## config.mk

```make
export PLATFORM = sky130hd
export DESIGN_NAME = action_sequencer
export DESIGN_NICKNAME = d
export VERILOG_FILES = /design/src/rtl/action_sequencer.sv
export SDC_FILE = /design/constraint.sdc
export NUM_CORES = 1
export LEC_CHECK = 0
export ABC_AREA = 1
export CAP_MARGIN = 20
export CORE_UTILIZATION = 49
export CTS_BUF_LIST = sky130_fd_sc_hd__clkbuf_8
export DETAILED_ROUTE_END_ITERATION = 8
export PLACE_DENSITY = 0.89
export SYNTH_ARGS = -nofsm -noshare
export SYNTH_HDL_FRONTEND = slang
export SYNTH_SLANG_ARGS = --single-unit
```

## constraint.sdc

```tcl
create_clock -name clk -period 1.3 [get_ports clk]
set_input_delay 0.39 -clock clk [delete_from_list [all_inputs] [get_ports clk]]
set_output_delay 0.39 -clock clk [all_outputs]
set_load 0.01 [all_outputs]
```

## src/rtl/action_sequencer.sv

```systemverilog
// action_sequencer: buffers one action per player and issues both actions to
// the downstream fighting-game block as a timed round (enable window + gap).
// Optional feature: define ACTION_TIMEOUT_EN to substitute IDLE_ACTION for a
// player who has not submitted TIMEOUT_CYCLES cycles after the other did.
module action_sequencer #(
  parameter int         ENABLE_CYCLES  = 2,
  parameter int         GAP_CYCLES     = 1,
  parameter int         TIMEOUT_CYCLES = 15,
  parameter logic [2:0] IDLE_ACTION    = 3'b000
) (
  input  logic       clk,
  input  logic       resetGame,
  input  logic       btnValid1,
  input  logic       btnValid2,
  input  logic [2:0] btnAction1,
  input  logic [2:0] btnAction2,
  input  logic       gameOver,
  output logic [2:0] action1,
  output logic [2:0] action2,
  output logic       actionEnable,
  output logic       ready1,
  output logic       ready2,
  output logic [7:0] roundCount
);

  localparam logic [1:0] S_COLLECT = 2'd0;
  localparam logic [1:0] S_ISSUE   = 2'd1;
  localparam logic [1:0] S_GAP     = 2'd2;
  localparam logic [1:0] S_HALT    = 2'd3;

  // One counter width serves the enable/gap window and the timeout wait.
  localparam int MAX_A   = (ENABLE_CYCLES > GAP_CYCLES) ? ENABLE_CYCLES : GAP_CYCLES;
  localparam int MAX_CYC = (MAX_A > TIMEOUT_CYCLES) ? MAX_A : TIMEOUT_CYCLES;
  localparam int CW      = $clog2(MAX_CYC + 1);

  logic [1:0]    state_q, state_d;
  logic          slot1_full_q, slot1_full_d, slot2_full_q, slot2_full_d;
  logic [2:0]    slot1_val_q, slot1_val_d, slot2_val_q, slot2_val_d;
  logic [2:0]    act1_q, act1_d, act2_q, act2_d;
  logic          en_q, en_d;
  logic          rdy1_q, rdy1_d, rdy2_q, rdy2_d;
  logic [7:0]    round_q, round_d;
  logic [CW-1:0] cnt_q, cnt_d;
  logic          halt_pend_q, halt_pend_d;
`ifdef ACTION_TIMEOUT_EN
  logic [CW-1:0] tmo_q, tmo_d;
`endif

  logic       acc1, acc2, issue;
  logic [2:0] iss1, iss2;

  // Next-state logic: slot acceptance, round sequencing and halt handling.
  // NOTE: every signal gets a default at the top so no path can infer a latch.
  always_comb begin
    state_d     = state_q;
    act1_d      = act1_q;
    act2_d      = act2_q;
    round_d     = round_q;
    cnt_d       = cnt_q;
    halt_pend_d = halt_pend_q;
`ifdef ACTION_TIMEOUT_EN
    tmo_d       = tmo_q;
`endif
    issue = 1'b0;

    // Ready flops already encode "slot empty and not halted".
    acc1 = btnValid1 && rdy1_q;
    acc2 = btnValid2 && rdy2_q;
    slot1_full_d = slot1_full_q || acc1;
    slot2_full_d = slot2_full_q || acc2;
    slot1_val_d  = acc1 ? btnAction1 : slot1_val_q;
    slot2_val_d  = acc2 ? btnAction2 : slot2_val_q;
    iss1 = slot1_val_d;
    iss2 = slot2_val_d;

    case (state_q)
      S_COLLECT: begin
        // Issuing on the accepting edge makes actionEnable rise one cycle
        // after the second acceptance.
        if (gameOver) begin
          state_d = S_HALT;
        end else if (slot1_full_d && slot2_full_d) begin
          issue = 1'b1;
`ifdef ACTION_TIMEOUT_EN
        end else if (slot1_full_q ^ slot2_full_q) begin
          if (tmo_q == CW'(TIMEOUT_CYCLES - 1)) begin
            issue = 1'b1;
            if (!slot1_full_d) iss1 = IDLE_ACTION;
            if (!slot2_full_d) iss2 = IDLE_ACTION;
          end else begin
            tmo_d = tmo_q + 1'b1;
          end
`endif
        end
      end
      S_ISSUE: begin
        // A win seen anywhere in the window is remembered until it closes.
        if (gameOver) halt_pend_d = 1'b1;
        if (cnt_q == CW'(ENABLE_CYCLES - 1)) begin
          cnt_d   = '0;
          state_d = (gameOver || halt_pend_q) ? S_HALT : S_GAP;
        end else begin
          cnt_d = cnt_q + 1'b1;
        end
      end
      S_GAP: begin
        if (gameOver) begin
          state_d = S_HALT;
        end else if (cnt_q == CW'(GAP_CYCLES - 1)) begin
          cnt_d = '0;
          if (slot1_full_d && slot2_full_d) issue = 1'b1;
          else state_d = S_COLLECT;
        end else begin
          cnt_d = cnt_q + 1'b1;
        end
      end
      default: ;
    endcase

    if (issue) begin
      state_d      = S_ISSUE;
      cnt_d        = '0;
      act1_d       = iss1;
      act2_d       = iss2;
      slot1_full_d = 1'b0;
      slot2_full_d = 1'b0;
      round_d      = round_q + 8'd1;
      halt_pend_d  = 1'b0;
`ifdef ACTION_TIMEOUT_EN
      tmo_d        = '0;
`endif
    end

    if (state_d == S_HALT) begin
      slot1_full_d = 1'b0;
      slot2_full_d = 1'b0;
    end

    en_d   = (state_d == S_ISSUE);
    rdy1_d = !slot1_full_d && (state_d != S_HALT);
    rdy2_d = !slot2_full_d && (state_d != S_HALT);
  end

  // State and registered outputs; resetGame clears everything immediately.
  // NOTE: sequential state uses non-blocking assignments only.
  always_ff @(posedge clk or posedge resetGame) begin
    if (resetGame) begin
      state_q      <= S_COLLECT;
      slot1_full_q <= 1'b0;
      slot2_full_q <= 1'b0;
      slot1_val_q  <= IDLE_ACTION;
      slot2_val_q  <= IDLE_ACTION;
      act1_q       <= IDLE_ACTION;
      act2_q       <= IDLE_ACTION;
      en_q         <= 1'b0;
      rdy1_q       <= 1'b1;
      rdy2_q       <= 1'b1;
      round_q      <= 8'd0;
      cnt_q        <= '0;
      halt_pend_q  <= 1'b0;
`ifdef ACTION_TIMEOUT_EN
      tmo_q        <= '0;
`endif
    end else begin
      state_q      <= state_d;
      slot1_full_q <= slot1_full_d;
      slot2_full_q <= slot2_full_d;
      slot1_val_q  <= slot1_val_d;
      slot2_val_q  <= slot2_val_d;
      act1_q       <= act1_d;
      act2_q       <= act2_d;
      en_q         <= en_d;
      rdy1_q       <= rdy1_d;
      rdy2_q       <= rdy2_d;
      round_q      <= round_d;
      cnt_q        <= cnt_d;
      halt_pend_q  <= halt_pend_d;
`ifdef ACTION_TIMEOUT_EN
      tmo_q        <= tmo_d;
`endif
    end
  end

  assign action1      = act1_q;
  assign action2      = act2_q;
  assign actionEnable = en_q;
  assign ready1       = rdy1_q;
  assign ready2       = rdy2_q;
  assign roundCount   = round_q;

endmodule

```

==> reports/metrics.cfg, run 1 <==
[worst_setup_path]
worst-path-max-fanout=5
worstSetupStartpointType=flip-flop
worstSetupEndpointType=flip-flop
timing.critical_path.required_ns=1.53
critical_path_class=reg2reg
arrival_ns=1.82

[timing]
setup_tns_ns=-5.80
setup_viol=30
setup_repair_after_global_routing_missed_its_margin=yes
worst-slew-pin-transition_ns=0.238
tightest_hold_margin_ns=0.421
timing.slew.headroom=0.841
finalWorstSetupSlack_ns=-0.294
timing.clock.skew_ns=0.00919
period_share=1.23
maxSlewViolCount=0
min_cycle_time_layout_ns=1.59
fmax_mhz=627
timing.final.hold_violations=0

[global_routing]
grt_pass1_wl_um=7890
grt_start_max_net_pins=33
grt_antenna_before_repair=0
grt_pass1_vias=1611
grt.overflow.total=0
grtUsageTotal=0.328

[run_status]
outcome=finished with violations
violations=negative setup slack

[floorplanning]
floorplan.die.width_um=59.1
floorplan.initialDensity=0.520
pin_count=28
fp-row-count=20
die-height_um=59.1
core_area_um2=3080
dieArea_um2=3500

[routing]
detail_route.wirelength_um=6250
detail_route.wirelength.met1_um=2190
routed-via-count=1801
top_signal_layer_used=met4
antenna_left=0
dr_wl_met2_um=3140
drt_first_iter_violations=104
drt_drc_violations_left=0
route.detailed.wl_per_inst_um=19.3
drt_pass1_iterations=4
routed_via_density=5.56
detailroute.wirelength.met3_um=563

[yosys]
synth.top_cells.by_area=sky130_fd_sc_hd__dfrtp_1 (47%), sky130_fd_sc_hd__nand2_1 (16%), sky130_fd_sc_hd__inv_1 (5.6%)
post_synth.cell_area_avg_um2=8.25
synth_cells=194
synth_top_area_cell=sky130_fd_sc_hd__dfrtp_1
ys_types=25
synth_area_um2=1600
yosysWarnings=0
synthesis.nets=209
synth.top_cell.area_share=0.469
ys_seq_elements=32
synth.yosys.seq_area_share=0.502

[placement]
hpwl_dp_um=2490
place.port_buffers=27
dpl_worst_slack_ns=-0.601
place_congestion=0.857
dp_cells=292

[layout]
area_delta_synth_final_pct=65.7
most_used_cells_in_the_layout_excluding_fill_and_tap_cells=sky130_fd_sc_hd__nand2_1 (52), sky130_fd_sc_hd__buf_4 (43), sky130_fd_sc_hd__dfrtp_1 (30)
antenna_cells=0
layoutNonFillerInstCount=324
fraction_of_layout_cells_with_a_size_suffix_above_1=0.493
layout.nets=294
most_common_cell_after_layout_fill_and_taps_aside=sky130_fd_sc_hd__nand2_1

[clock_tree]
clock_tree_from_tritoncts=done
cts_root_buffer=sky130_fd_sc_hd__clkbuf_8
cts.reportedPaths.clkPinSlew_ns=0.07
cts-buffers-inserted=5
clock_tree.htree_level_count=2
num_clock_sinks=32
worst_skew_pair.late_latency_ns=0.30
clock_path_buffers=2

[power_and_ir_drop]
power-per-cell-area_nw_per_um2=1810
post-layout-total-power_mw=4.80
worst_ir_drop_vdd_v=0.00181
leakage_component_of_the_power_nw=1.45

[flow_run]
max_cap_viol_count=0

[min_path]
worstHoldPathType=in2async

final timing paths:
kind | start | slack [ns] | cells past startpoint | to
max | ready1 | -0.29 | 8 | roundCount[0]
min reg2reg | slot2_val_q[1] | 0.54 | 2 | slot2_val_q[1]
min in group clk | slot2_val_q[1] | 0.54 | 2 | slot2_val_q[1]
max in group asynchronous | resetGame | 0.64 | 3 | ready2
max reg2reg | ready1 | -0.29 | 8 | roundCount[0]
min | resetGame | 0.42 | 3 | action2[2]
critical path, cell delays in order (launching register included):
cell	delay (ns)
sky130_fd_sc_hd__dfstp_2	0.55
sky130_fd_sc_hd__nand2_2	0.09
sky130_fd_sc_hd__nand2_4	0.13
sky130_fd_sc_hd__nand3_4	0.09
sky130_fd_sc_hd__nor2_4	0.17
sky130_fd_sc_hd__buf_6	0.14
sky130_fd_sc_hd__buf_6	0.12
sky130_fd_sc_hd__buf_4	0.11
sky130_fd_sc_hd__xor2_1	0.12
power by group:
part	leakage [nW]	internal [mW]	switching (mW)
combinational	0.987	1.04	1.36
sequential	0.399	1.24	0.196
clock	0.0593	0.561	0.405
total	1.45	2.84	1.96
logic make-up (layout without fill, tap and decap cells):
kind of cell | after synthesis | after routing | synth area share
and+or+nand+nor | 105 | 106 | 0.288
DFF | 32 | 32 | 0.502
buffers and inverters | 29 | 114 | 0.0782
AOI/OAI and AO/OA | 17 | 17 | 0.0579
xor gates and xnor gates | 7 | 7 | 0.0430
adders and majority gates | 4 | 4 | 0.0313
sequential cells by signal, indices dropped and copies added, names as in the netlist:
register / cells
action2: 3
slot1_full_q: 1
halt_pend_q: 1
cnt_q: 4
ready2: 1
roundCount: 8
actionEnable: 1
state_q: 2
slot2_val_q: 3
ready1: 1
slot2_full_q: 1
action1: 3
slot1_val_q: 3
Yosys cell counts (all sizes together):
| library cell | instances |
|---|---|
| o21ai | 6 |
| nand4 | 1 |
| xor2 | 5 |
| a21oi | 5 |
| nor3 | 1 |
| nand3 | 7 |
| xnor2 | 2 |
| a31oi | 6 |
| buf | 3 |
| dfstp | 2 |
| dfrtp | 30 |
| nand3b | 1 |
| ha | 4 |
| nor2 | 20 |
| nand2 | 75 |
| inv | 26 |
layout make-up:
cell class                 instances  area (um^2)
inverter                          26         97.6
fill                             151          427
multi-input combinational        134          933
timing repair buffer              80          654
sequential                        32          803
clock buffer                       5         68.8
clock inverter                     3         38.8
tap                               44         55.1
through the flow:
stage           util  area, um^2
2_1_floorplan      -        1620
3_3_place_gp   0.703        2160
3_5_place_dp   0.703        2160
4_1_cts        0.824        2540
5_1_grt        0.861        2650
6_report       0.861        2650
routing by layer:
layer	vias up	global-route usage
met1	850	0.384
met5	-	0
met3	38	0.100
li1	770	-
met2	143	0.541
met4	0	0.170
timing repair:
item	in CTS	in global routing
setup endpoints to repair	43	40
gates cloned	2	0
hold buffers	0	0
setup buffers	12	12
pin swaps	24	10
gates resized for setup	98	39
(Power assumes the default switching activity.)
==> run 2: changes to the inputs <==
--- a/config.mk
+++ b/config.mk
@@ -7,6 +7,7 @@
 export LEC_CHECK = 0
 export ABC_AREA = 1
 export CAP_MARGIN = 20
+export CORE_MARGIN = 3
 export CORE_UTILIZATION = 49
 export CTS_BUF_LIST = sky130_fd_sc_hd__clkbuf_8
 export DETAILED_ROUTE_END_ITERATION = 8
==> reports/metrics.cfg, run 2 (same netlist as run 1, synthesis figures left out) <==
[layout]
layout.nets=279  ; was 294
fraction_of_layout_cells_with_a_size_suffix_above_1=0.430  ; was 0.493
most_common_cell_after_layout_fill_and_taps_aside=sky130_fd_sc_hd__nand2_1  ; unchanged
largest_register_ff_count=8  ; unchanged
most_used_cells_in_the_layout_excluding_fill_and_tap_cells=sky130_fd_sc_hd__nand2_1 (54), sky130_fd_sc_hd__buf_4 (32), sky130_fd_sc_hd__dfrtp_1 (29)  ; was sky130_fd_sc_hd__nand2_1 (52), sky130_fd_sc_hd__buf_4 (43), sky130_fd_sc_hd__dfrtp_1 (30)
antenna_cells=0  ; unchanged
area_delta_synth_final_pct=54.2  ; was 65.7%

[timing]
tightest_hold_margin_ns=0.449  ; was 0.421 ns
maxSlewViolCount=0  ; unchanged
setup_repair_after_global_routing_missed_its_margin=yes  ; unchanged
timing.clock.skew_ns=0.0101  ; was 0.00919 ns
setup_viol=28  ; was 30
min_cycle_time_layout_ns=1.57  ; was 1.59 ns
worst-slew-pin-transition_ns=0.259  ; was 0.238 ns
timing.final.hold_violations=0  ; unchanged
finalWorstSetupSlack_ns=-0.265  ; was -0.294 ns
fmax_mhz=639  ; was 627 MHz
setup_tns_ns=-5.04  ; was -5.80 ns
period_share=1.20  ; was 1.23
timing.slew.headroom=0.827  ; was 0.841

[worst_setup_path]
worstSetupStartpointType=flip-flop  ; unchanged
worstSetupEndpointType=flip-flop  ; unchanged
arrival_ns=1.74  ; was 1.82 ns
critPathBufInv=1  ; was 3
timing.critical_path.required_ns=1.48  ; was 1.53 ns
r2r_slack_ns=-0.27  ; was -0.29 ns
cp_slowest_cell=sky130_fd_sc_hd__dfrtp_1  ; was sky130_fd_sc_hd__dfstp_2
critical_path_class=reg2reg  ; unchanged
slowest_delay_ns=0.43  ; was 0.55 ns
worstPathCellList=nor2_2, inv_1, nor2_4, nand2_4, nand2_4, nand2_8, nand2_1, o21ai_1  ; was nand2_2, nand2_4, nand3_4, nor2_4, buf_6, buf_6, buf_4, xor2_1
worst-path-max-fanout=8  ; was 5
worst_path_dominant_cell_family=simple AND/OR/NAND/NOR gates  ; was flip-flops
timing.critical_path.mode_cell=sky130_fd_sc_hd__nand2_4  ; was sky130_fd_sc_hd__buf_6

[flow_run]
max_cap_viol_count=0  ; unchanged

[global_routing]
grt_pass1_vias=1624  ; was 1,611
grt_met1_use=0.287  ; was 0.384
met3_usage=0.0784  ; was 0.100
grtUsageMet2=0.431  ; was 0.541
grt_pass1_wl_um=7780  ; was 7890 um
grtUsageTotal=0.258  ; was 0.328
grt_antenna_before_repair=0  ; unchanged
grt.overflow.total=0  ; unchanged
grt-busiest-layer=met2  ; unchanged
grt_start_max_net_pins=33  ; unchanged

[clock_tree]
num_clock_sinks=32  ; unchanged
worst_skew_pair.late_latency_ns=0.30  ; about the same
clock_path_buffers=2  ; unchanged
cts.reportedPaths.clkPinSlew_ns=0.07  ; about the same
clock_tree.htree_level_count=2  ; unchanged
clock_tree_from_tritoncts=done  ; unchanged
cts-buffers-inserted=5  ; unchanged
cts_root_buffer=sky130_fd_sc_hd__clkbuf_8  ; unchanged

[routing]
routed-via-count=1683  ; was 1,801
antenna_left=0  ; unchanged
drt_drc_violations_left=0  ; unchanged
drt_first_iter_violations=138  ; was 104
route.detailed.wl_per_inst_um=18.2  ; was 19.3 um
detail_route.wirelength_um=5640  ; was 6250 um
drt_pass1_iterations=4  ; unchanged
routed_via_density=5.45  ; was 5.56

[floorplanning]
floorplan.initialDensity=0.520  ; unchanged
dieArea_um2=3990  ; was 3500 um^2
die-height_um=63.1  ; was 59.1 um
core_area_um2=3080  ; unchanged
pin_count=28  ; unchanged
fp-row-count=20  ; unchanged
floorplan.die.width_um=63.1  ; was 59.1 um

[run_status]
violations=negative setup slack  ; unchanged
outcome=finished with violations  ; unchanged

[placement]
hpwl_dp_um=2720  ; was 2490 um
place.port_buffers=27  ; unchanged
place_congestion=0.834  ; was 0.857

[min_path]
worstHoldPathType=in2async  ; unchanged

[power_and_ir_drop]
worst_ir_drop_vdd_v=0.00174  ; was 0.00181 V
post-layout-total-power_mw=4.42  ; was 4.80 mW
leakage_component_of_the_power_nw=1.37  ; was 1.45 nW
power-per-cell-area_nw_per_um2=1790  ; was 1810 nW/um^2

## run 2: through the flow
stage	util	instances	instance area (um^2)	setup WS, ns
after global routing	0.802	309	2470	-0.332
after global placement	0.698	290	2150	-0.504
after detailed placement	0.698	290	2150	-0.581
after CTS	0.778	305	2400	-0.125
after floorplan	-	194	1620	-0.114
final	0.802	309	2470	-0.265
## run 2: worst paths after layout
kind,from,to,depth (start not counted)
setup / recovery,state_q[0],cnt_q[0],8
hold / removal,resetGame,action2[0],3
setup reg to reg,state_q[0],cnt_q[0],8
hold reg to reg,slot1_val_q[0],slot1_val_q[0],2
max in group asynchronous,resetGame,ready2,3
min in group clk,slot1_val_q[0],slot1_val_q[0],2
## run 2: timing repair
action                                  CTS  global route
setup buffers                             7             4
cloned                                    0             0
endpoints found under the hold margin     0             0
hold buffers                              0             0
gates resized for setup                  70            45
endpoints found under the setup margin   43            42
pin swaps                                14            11
## run 2: layer usage
layer  share of wire  up-vias
li1                -      734
met1            0.37      783
met2            0.48      128
met5               0        -
met4           0.067        0
met3           0.082       38
## run 2: report_power, final
part / internal [mW] / total (mW) / switching [mW]
logic: 0.876 / 2.04 / 1.17
registers: 1.24 / 1.42 / 0.173
clock network: 0.561 / 0.958 / 0.397
## run 2: area by class of cell
| type | count | area, um^2 |
|---|---|---|
| tap | 44 | 55.1 |
| clock inverter | 3 | 38.8 |
| multi-input combinational | 133 | 868 |
| fill | 171 | 611 |
| timing repair buffer | 66 | 534 |
| clock buffer | 5 | 68.8 |
| sequential | 32 | 805 |
| inverter | 26 | 97.6 |
## run 2: worst min-delay path, stage by stage
cell,delay [ns]
sky130_fd_sc_hd__clkdlybuf4s50_1,0.42
sky130_fd_sc_hd__inv_1,0.10
sky130_fd_sc_hd__buf_12,0.21
